## config.mk

```make
export PLATFORM = sky130hd
export DESIGN_NAME = regfile_writeback_flat
export DESIGN_NICKNAME = d
export VERILOG_FILES = /design/src/rtl/riscv_pkg.sv /design/src/rtl/regfile_writeback_if.sv /design/src/rtl/wb_fifo.sv /design/src/rtl/regfile_writeback.sv /design/src/flat_wrapper.sv
export SDC_FILE = /design/constraint.sdc
export NUM_CORES = 1
export LEC_CHECK = 0
export ABC_AREA = 1
export CORE_AREA = 3 3 196 198
export CTS_CLUSTER_DIAMETER = 40
export DETAILED_ROUTE_END_ITERATION = 8
export DIE_AREA = 0 0 199 201
export MAX_ROUTING_LAYER = met4
export PLACE_DENSITY = 0.66
export SLEW_MARGIN = 15
export SYNTH_ARGS = -nofsm -noshare
export SYNTH_HDL_FRONTEND = slang
export SYNTH_SLANG_ARGS = --single-unit
```

## constraint.sdc

```tcl
create_clock -name i_clk -period 10.5 [get_ports i_clk]
set_input_delay 1.575 -clock i_clk [delete_from_list [all_inputs] [get_ports i_clk]]
set_output_delay 1.575 -clock i_clk [all_outputs]
set_load 0.02 [all_outputs]
```

## src/rtl/riscv_pkg.sv

```systemverilog
// riscv_pkg: shared RISC-V core widths and the write-queue entry type.
package riscv_pkg;
    localparam int XLEN       = 64;
    localparam int REG_ADDR_W = 5;
    localparam int NUM_REGS   = 32;

    typedef struct packed {
        logic [REG_ADDR_W-1:0] rd;
        logic [XLEN-1:0]       data;
    } wb_entry_t;

    // One-hot register mask; x0 never maps to a bit so it can never be marked pending.
    function automatic logic [NUM_REGS-1:0] reg_mask(input logic [REG_ADDR_W-1:0] rd);
        return (rd == '0) ? '0 : NUM_REGS'(1) << rd;
    endfunction
endpackage

```

## src/rtl/regfile_writeback_if.sv

```systemverilog
// regfile_writeback_if: result sources, issue tap and register-file write port of the writeback stage.
interface regfile_writeback_if;
    import riscv_pkg::*;
    logic                  i_mem_valid;
    logic [REG_ADDR_W-1:0] i_mem_rd;
    logic [XLEN-1:0]       i_mem_data;
    logic                  o_mem_ready;
    logic                  i_alu_valid;
    logic [REG_ADDR_W-1:0] i_alu_rd;
    logic [XLEN-1:0]       i_alu_data;
    logic                  o_alu_ready;
    logic                  i_issue_valid;
    logic [REG_ADDR_W-1:0] i_issue_rd;
    logic                  o_we;
    logic [REG_ADDR_W-1:0] o_rd;
    logic [XLEN-1:0]       o_data;
    logic [NUM_REGS-1:0]   o_pending;

    modport master (
        output i_mem_valid, i_mem_rd, i_mem_data, i_alu_valid, i_alu_rd, i_alu_data,
               i_issue_valid, i_issue_rd,
        input  o_mem_ready, o_alu_ready, o_we, o_rd, o_data, o_pending
    );
    modport slave (
        input  i_mem_valid, i_mem_rd, i_mem_data, i_alu_valid, i_alu_rd, i_alu_data,
               i_issue_valid, i_issue_rd,
        output o_mem_ready, o_alu_ready, o_we, o_rd, o_data, o_pending
    );
endinterface

```

## src/rtl/wb_fifo.sv

```systemverilog
// wb_fifo: DEPTH-entry write queue with two ordered push ports and one pop port.
module wb_fifo
    import riscv_pkg::*;
#(
    parameter  int DEPTH = 4,
    localparam int AW    = $clog2(DEPTH),
    localparam int CW    = AW + 1
) (
    input  logic          i_clk,
    input  logic          i_resetn,
    input  logic          i_push0,
    input  wb_entry_t     i_ent0,
    input  logic          i_push1,
    input  wb_entry_t     i_ent1,
    input  logic          i_pop,
    output wb_entry_t     o_head,
    output logic [CW-1:0] o_count,
    output logic [CW-1:0] o_free
);
    wb_entry_t     r_mem [DEPTH];
    logic [AW-1:0] r_wr_ptr;
    logic [AW-1:0] r_rd_ptr;
    logic [CW-1:0] r_count;
    logic [AW-1:0] w_wr1;

    // Port 1 lands behind port 0 when both push, preserving source order.
    assign w_wr1 = r_wr_ptr + AW'(i_push0);

    always_ff @(posedge i_clk) begin
        if (i_push0) r_mem[r_wr_ptr] <= i_ent0;
        if (i_push1) r_mem[w_wr1] <= i_ent1;
    end

    always_ff @(posedge i_clk or negedge i_resetn) begin
        if (!i_resetn) begin
            r_wr_ptr <= '0;
            r_rd_ptr <= '0;
            r_count  <= '0;
        end else begin
            r_wr_ptr <= w_wr1 + AW'(i_push1);
            r_rd_ptr <= r_rd_ptr + AW'(i_pop);
            r_count  <= r_count + CW'(i_push0) + CW'(i_push1) - CW'(i_pop);
        end
    end

    assign o_head  = r_mem[r_rd_ptr];
    assign o_count = r_count;
    assign o_free  = CW'(DEPTH) - r_count + CW'(i_pop);
endmodule

```

## src/rtl/regfile_writeback.sv

```systemverilog
// regfile_writeback: arbitrates load/ALU results into a write queue feeding the register file,
// and keeps a per-register write-pending scoreboard.
module regfile_writeback
    import riscv_pkg::*;
#(
    parameter int DEPTH = 4
) (
    input  logic                i_clk,
    input  logic                i_resetn,
    regfile_writeback_if.slave  bus
);
    localparam int CW = $clog2(DEPTH) + 1;

    wb_entry_t           w_head;
    logic [CW-1:0]       w_count;
    logic [CW-1:0]       w_free;
    logic                w_mem_fire;
    logic                w_mem_push;
    logic                w_alu_push;
    logic [NUM_REGS-1:0] r_pending;

    wb_fifo #(.DEPTH(DEPTH)) u_fifo (
        .i_clk    (i_clk),
        .i_resetn (i_resetn),
        .i_push0  (w_mem_push),
        .i_ent0   ('{rd: bus.i_mem_rd, data: bus.i_mem_data}),
        .i_push1  (w_alu_push),
        .i_ent1   ('{rd: bus.i_alu_rd, data: bus.i_alu_data}),
        .i_pop    (bus.o_we),
        .o_head   (w_head),
        .o_count  (w_count),
        .o_free   (w_free)
    );

    assign bus.o_we   = w_count != '0;
    assign bus.o_rd   = bus.o_we ? w_head.rd : '0;
    assign bus.o_data = bus.o_we ? w_head.data : '0;

    // x0 results are accepted but never enqueued, so they do not consume a slot.
    assign bus.o_mem_ready = w_free >= CW'(1);
    assign w_mem_fire      = bus.i_mem_valid & bus.o_mem_ready;
    assign w_mem_push      = w_mem_fire & (bus.i_mem_rd != '0);
    assign bus.o_alu_ready = w_free >= CW'(1) + CW'(w_mem_push);
    assign w_alu_push      = bus.i_alu_valid & bus.o_alu_ready & (bus.i_alu_rd != '0);

    // o_rd is 0 when idle and reg_mask(0) is empty, so no extra o_we gating is needed.
    always_ff @(posedge i_clk or negedge i_resetn) begin
        if (!i_resetn) r_pending <= '0;
        else r_pending <= (r_pending & ~reg_mask(bus.o_rd))
                        | (bus.i_issue_valid ? reg_mask(bus.i_issue_rd) : '0);
    end

    assign bus.o_pending = r_pending;
endmodule

```

## src/flat_wrapper.sv

```systemverilog
// flat-port wrapper written by rule: the top's interface ports become plain ports
module regfile_writeback_flat import riscv_pkg::*;
#(
    parameter int DEPTH = 4
)
  (i_clk, i_resetn, bus_i_mem_valid, bus_i_mem_rd, bus_i_mem_data, bus_i_alu_valid, bus_i_alu_rd, bus_i_alu_data, bus_i_issue_valid, bus_i_issue_rd, bus_o_mem_ready, bus_o_alu_ready, bus_o_we, bus_o_rd, bus_o_data, bus_o_pending);
  regfile_writeback_if bus_i ();
  input  logic i_clk;
  input  logic i_resetn;
  input wire logic [$bits(bus_i.i_mem_valid)-1:0] bus_i_mem_valid;
  input wire logic [$bits(bus_i.i_mem_rd)-1:0] bus_i_mem_rd;
  input wire logic [$bits(bus_i.i_mem_data)-1:0] bus_i_mem_data;
  input wire logic [$bits(bus_i.i_alu_valid)-1:0] bus_i_alu_valid;
  input wire logic [$bits(bus_i.i_alu_rd)-1:0] bus_i_alu_rd;
  input wire logic [$bits(bus_i.i_alu_data)-1:0] bus_i_alu_data;
  input wire logic [$bits(bus_i.i_issue_valid)-1:0] bus_i_issue_valid;
  input wire logic [$bits(bus_i.i_issue_rd)-1:0] bus_i_issue_rd;
  output wire logic [$bits(bus_i.o_mem_ready)-1:0] bus_o_mem_ready;
  output wire logic [$bits(bus_i.o_alu_ready)-1:0] bus_o_alu_ready;
  output wire logic [$bits(bus_i.o_we)-1:0] bus_o_we;
  output wire logic [$bits(bus_i.o_rd)-1:0] bus_o_rd;
  output wire logic [$bits(bus_i.o_data)-1:0] bus_o_data;
  output wire logic [$bits(bus_i.o_pending)-1:0] bus_o_pending;
  assign bus_i.i_mem_valid = bus_i_mem_valid;
  assign bus_i.i_mem_rd = bus_i_mem_rd;
  assign bus_i.i_mem_data = bus_i_mem_data;
  assign bus_i.i_alu_valid = bus_i_alu_valid;
  assign bus_i.i_alu_rd = bus_i_alu_rd;
  assign bus_i.i_alu_data = bus_i_alu_data;
  assign bus_i.i_issue_valid = bus_i_issue_valid;
  assign bus_i.i_issue_rd = bus_i_issue_rd;
  assign bus_o_mem_ready = bus_i.o_mem_ready;
  assign bus_o_alu_ready = bus_i.o_alu_ready;
  assign bus_o_we = bus_i.o_we;
  assign bus_o_rd = bus_i.o_rd;
  assign bus_o_data = bus_i.o_data;
  assign bus_o_pending = bus_i.o_pending;
  regfile_writeback #(.DEPTH(DEPTH)) u_core (.i_clk(i_clk), .i_resetn(i_resetn), .bus(bus_i));
endmodule
```

==> results.md <==
- CP arrival: 4.29 ns
- Avg Cell Area, Syn: 8.91 um^2
- # rows: 70
- Slew @ Worst Pin: 1.10 ns
- Sink Count: 315
- Layout cells sized above 1: 6.09%
- Post-Route WL: 43600 um
- Max cap viols: 0
- Synth top area share: 52.6%
- Clock slew seen by the registers of the worst setup and hold paths: 0.05 ns
- Data required time of the critical path: 8.93 ns
- DR iter-0 viols: 918
- Yosys top cell by area: edfxtp_1
- Post-synthesis adder-cell area fraction: 0.890%
- Post-synth ARST share: 12.4%
- Post-route DRC: 0
- Outcome: complete, no violations
- Compound-cell area share of the yosys netlist: 15.1%
- Largest net degree at the start of global routing: 94
- Largest family of logic cells by synthesized area: simple AND/OR/NAND/NOR gates
- All-Layer GR Usage: 22.1%
- Gates resized, CTS repair: 0
- Vias in the first global route: 12900
- Hold Fails Final Rpt: 0
- Final setup viols: 0
- Syn Nets: 1926
- Hpwl dp: 25700 um
- Peak Freq: 170 MHz
- RePlAce Congestion: 0.835
- Mapped Cells: 1768
- Fin nets: 2122
- Top post-synthesis cells by area: edfxtp_1 (53%), nand2_1 (9.4%), o21ai_1 (7.1%)
- Unrepaired setup endpoints after global routing: false
- Setup TNS: 0 ns
- Initial core utilization: 42.9%
- Simple-gate portion of the synthesized area: 18.6%
- Mapped cell area: 0.0158 mm^2
- Final Instance Area: 0.0201 mm^2
- Overall power: 7.79 mW
- LEAKAGE: 8.06 nW
- DIE AREA: 0.0400 mm^2
- Yosys warns: 0
- Congestion Overflow GR: 0
- Hold Crit Class: reg -> reg
- Port-buffer cells: 251
- Die width: 199 um
- Sequential fraction of the synthesis area: 58.8%
- Flops & latches, synth: 315
- Crit end category: output port
- Core area: 0.0367 mm^2
- Initial antenna violation count: 0
- Mux share of post-synthesis cell area: 0%
- Post-CTS Hold Buffers: 0
- Total net switching power: 3.24 mW
- TritonCTS clock tree: built
- Antenna viol nets, final: 0
- TritonCTS buffer count: 47
- Minimum clock period: 5.87 ns
- Worst-skew pair later-pin latency: 0.53 ns
- Sw frac: 41.6%
- Xor and xnor area share after synthesis: 0.381%
- P_int: 4.54 mW
- Crit path kind: reg -> out
- CTS H-tree depth: 2
- DP Area: 0.0185 mm^2
- Tcrit/Tclk final: 55.9%
- Ports: 252
- First drt pass iteration count: 5
- Fraction of power consumed by combinational cells: 47.1%
- Clock Skew: 0.0149 ns
- Slew Limit Fails: 0
- Die Y: 201 um
- DR vias: 13000
- Root buffer cell: clkbuf_16
- Relative slew margins: 26.7%
- Max IR drop VDD: 0.232 mV
- Clock Power Share: 20.9%
- Post-synth top cells: nand2_1 (395), edfxtp_1 (276), nor2_1 (276), o21ai_1 (222), o21ai_0 (184)
- Fillers: 3203
- EDFF count, synth: 276
- Cell with the most instances after synthesis: nand2_1
- CP Launch Type: flip-flop
- Global-route wire length before repair: 68800 um
- Via density: 5.28
- Sequential share of power: 32.0%
- Synth unique cells: 32
- Wire per inst: 17.7 um
- Post-CTS Repair Setup Buffers: 0
- Clock buffer depth: 3
- Crit Path Max Fanout: 74
- Synth Flop Type: edfxtp_1
- Area grow syn2layout: 27.7%
- Pwr/cell area: 387 mW/mm^2
- ANT cells: 0
## path summary, 6_finish.rpt
path	to	start	slack (ns)	depth (start not counted)
max	bus_o_rd[2]	u_core.u_fifo.r_rd_ptr[0]	4.63	7
min	u_core.bus.o_pending[0]	u_core.bus.o_pending[0]	0.38	0
max reg2reg	u_core.u_fifo.r_mem[3][0]	u_core.u_fifo.o_count[2]	5.51	16
min reg2reg	u_core.bus.o_pending[0]	u_core.bus.o_pending[0]	0.38	0
max in group asynchronous	u_core.u_fifo.r_rd_ptr[0]	i_resetn	8.64	1
min in group asynchronous	u_core.bus.o_pending[8]	i_resetn	1.18	1
## stage by stage
step / hold WS, ns / worst slack [ns] / std cells / util [%]
2_1_floorplan: 0.556 / 2.54 / 1768 / -
3_3_place_gp: 0.364 / 4.96 / 2383 / 50.3
3_5_place_dp: 0.368 / 4.93 / 2383 / 50.3
4_1_cts: 0.380 / 4.57 / 2471 / 54.8
5_1_grt: 0.398 / 4.28 / 2471 / 54.8
6_report: 0.380 / 4.63 / 2471 / 54.8
## registers in the layout (all words and copies together) (netlist names)
register	count
u_core.u_fifo.r_rd_ptr	2
u_core.u_fifo.r_mem	276
u_core.u_fifo.r_wr_ptr	2
u_core.bus.o_pending	32
u_core.u_fifo.o_count	3
## worst max-delay path, cell delays in order, from the launching register on
cell	delay [ns]
dfrtp_4	0.71
inv_4	0.58
buf_4	0.69
nand2_1	0.11
nand3_1	0.12
nand3_2	0.30
inv_1	0.46
clkdlybuf4s50_1	0.69
## placed cells by master (no fill, tap or decap), types with 3 or more instances in the layout
cell             netlist  layout
edfxtp_1             276     276
o21ai_0              184     184
inv_6                  0      10
nor4_1                 3       3
a21oi_1               64      64
dfrtp_1               39      37
o21ai_1              222     222
nor2_2                 3       3
nand2_1              395     395
nor2_1               276     276
clkinv_4               0       5
buf_4                  8      19
o31ai_4                0       4
clkinv_1               1      10
inv_1                 93      91
nand4_1               27      27
clkdlybuf4s50_1        0     250
bufinv_16              0       8
ha_1                   8       8
inv_2                  5       6
xnor2_1                3       3
nand3_1               27      27
clkinv_2               0       5
clkbuf_16              0      48
## layer usage
layer  share of wire, %  track usage [%]  vias up
met3                6.9             2.94       63
met4                1.6             5.35        0
met2                 50             37.6      425
li1                   -                -     6419
met5                  0                -        -
met1                 41             28.3     6142
## logic make-up (layout without fill, tap and decap cells)
group / Yosys count / count (layout)
buffers and inverters: 222 / 457
AND/OR/NAND/NOR: 741 / 741
adder cells (fa/ha/maj): 10 / 10
AO/OA/AOI/OAI: 474 / 474
flip-flops: 315 / 315
XOR/XNOR: 6 / 6
## layout make-up
class	instances	area [um^2]	share of cell area [%]
multi-input cells	1231	5580	27.8
repair buffers	270	2650	13.2
clock buffers	49	1200	5.99
well taps	468	586	2.91
clock inverters	39	454	2.26
flip-flops and latches	315	9270	46.1
inverters	99	374	1.86
## power groups by stage
| stage | Sequential, mW | Clock [mW] | Combinational (mW) |
|---|---|---|---|
| after floorplan | 2.60 | 0 | 2.24 |
| after global placement | 2.50 | 0 | 3.66 |
| after detailed placement | 2.52 | 0 | 3.70 |
| after CTS | 2.49 | 1.65 | 3.71 |
| after global routing | 2.55 | 1.71 | 4.05 |
| final | 2.49 | 1.63 | 3.67 |
(Power assumes the default switching activity.)
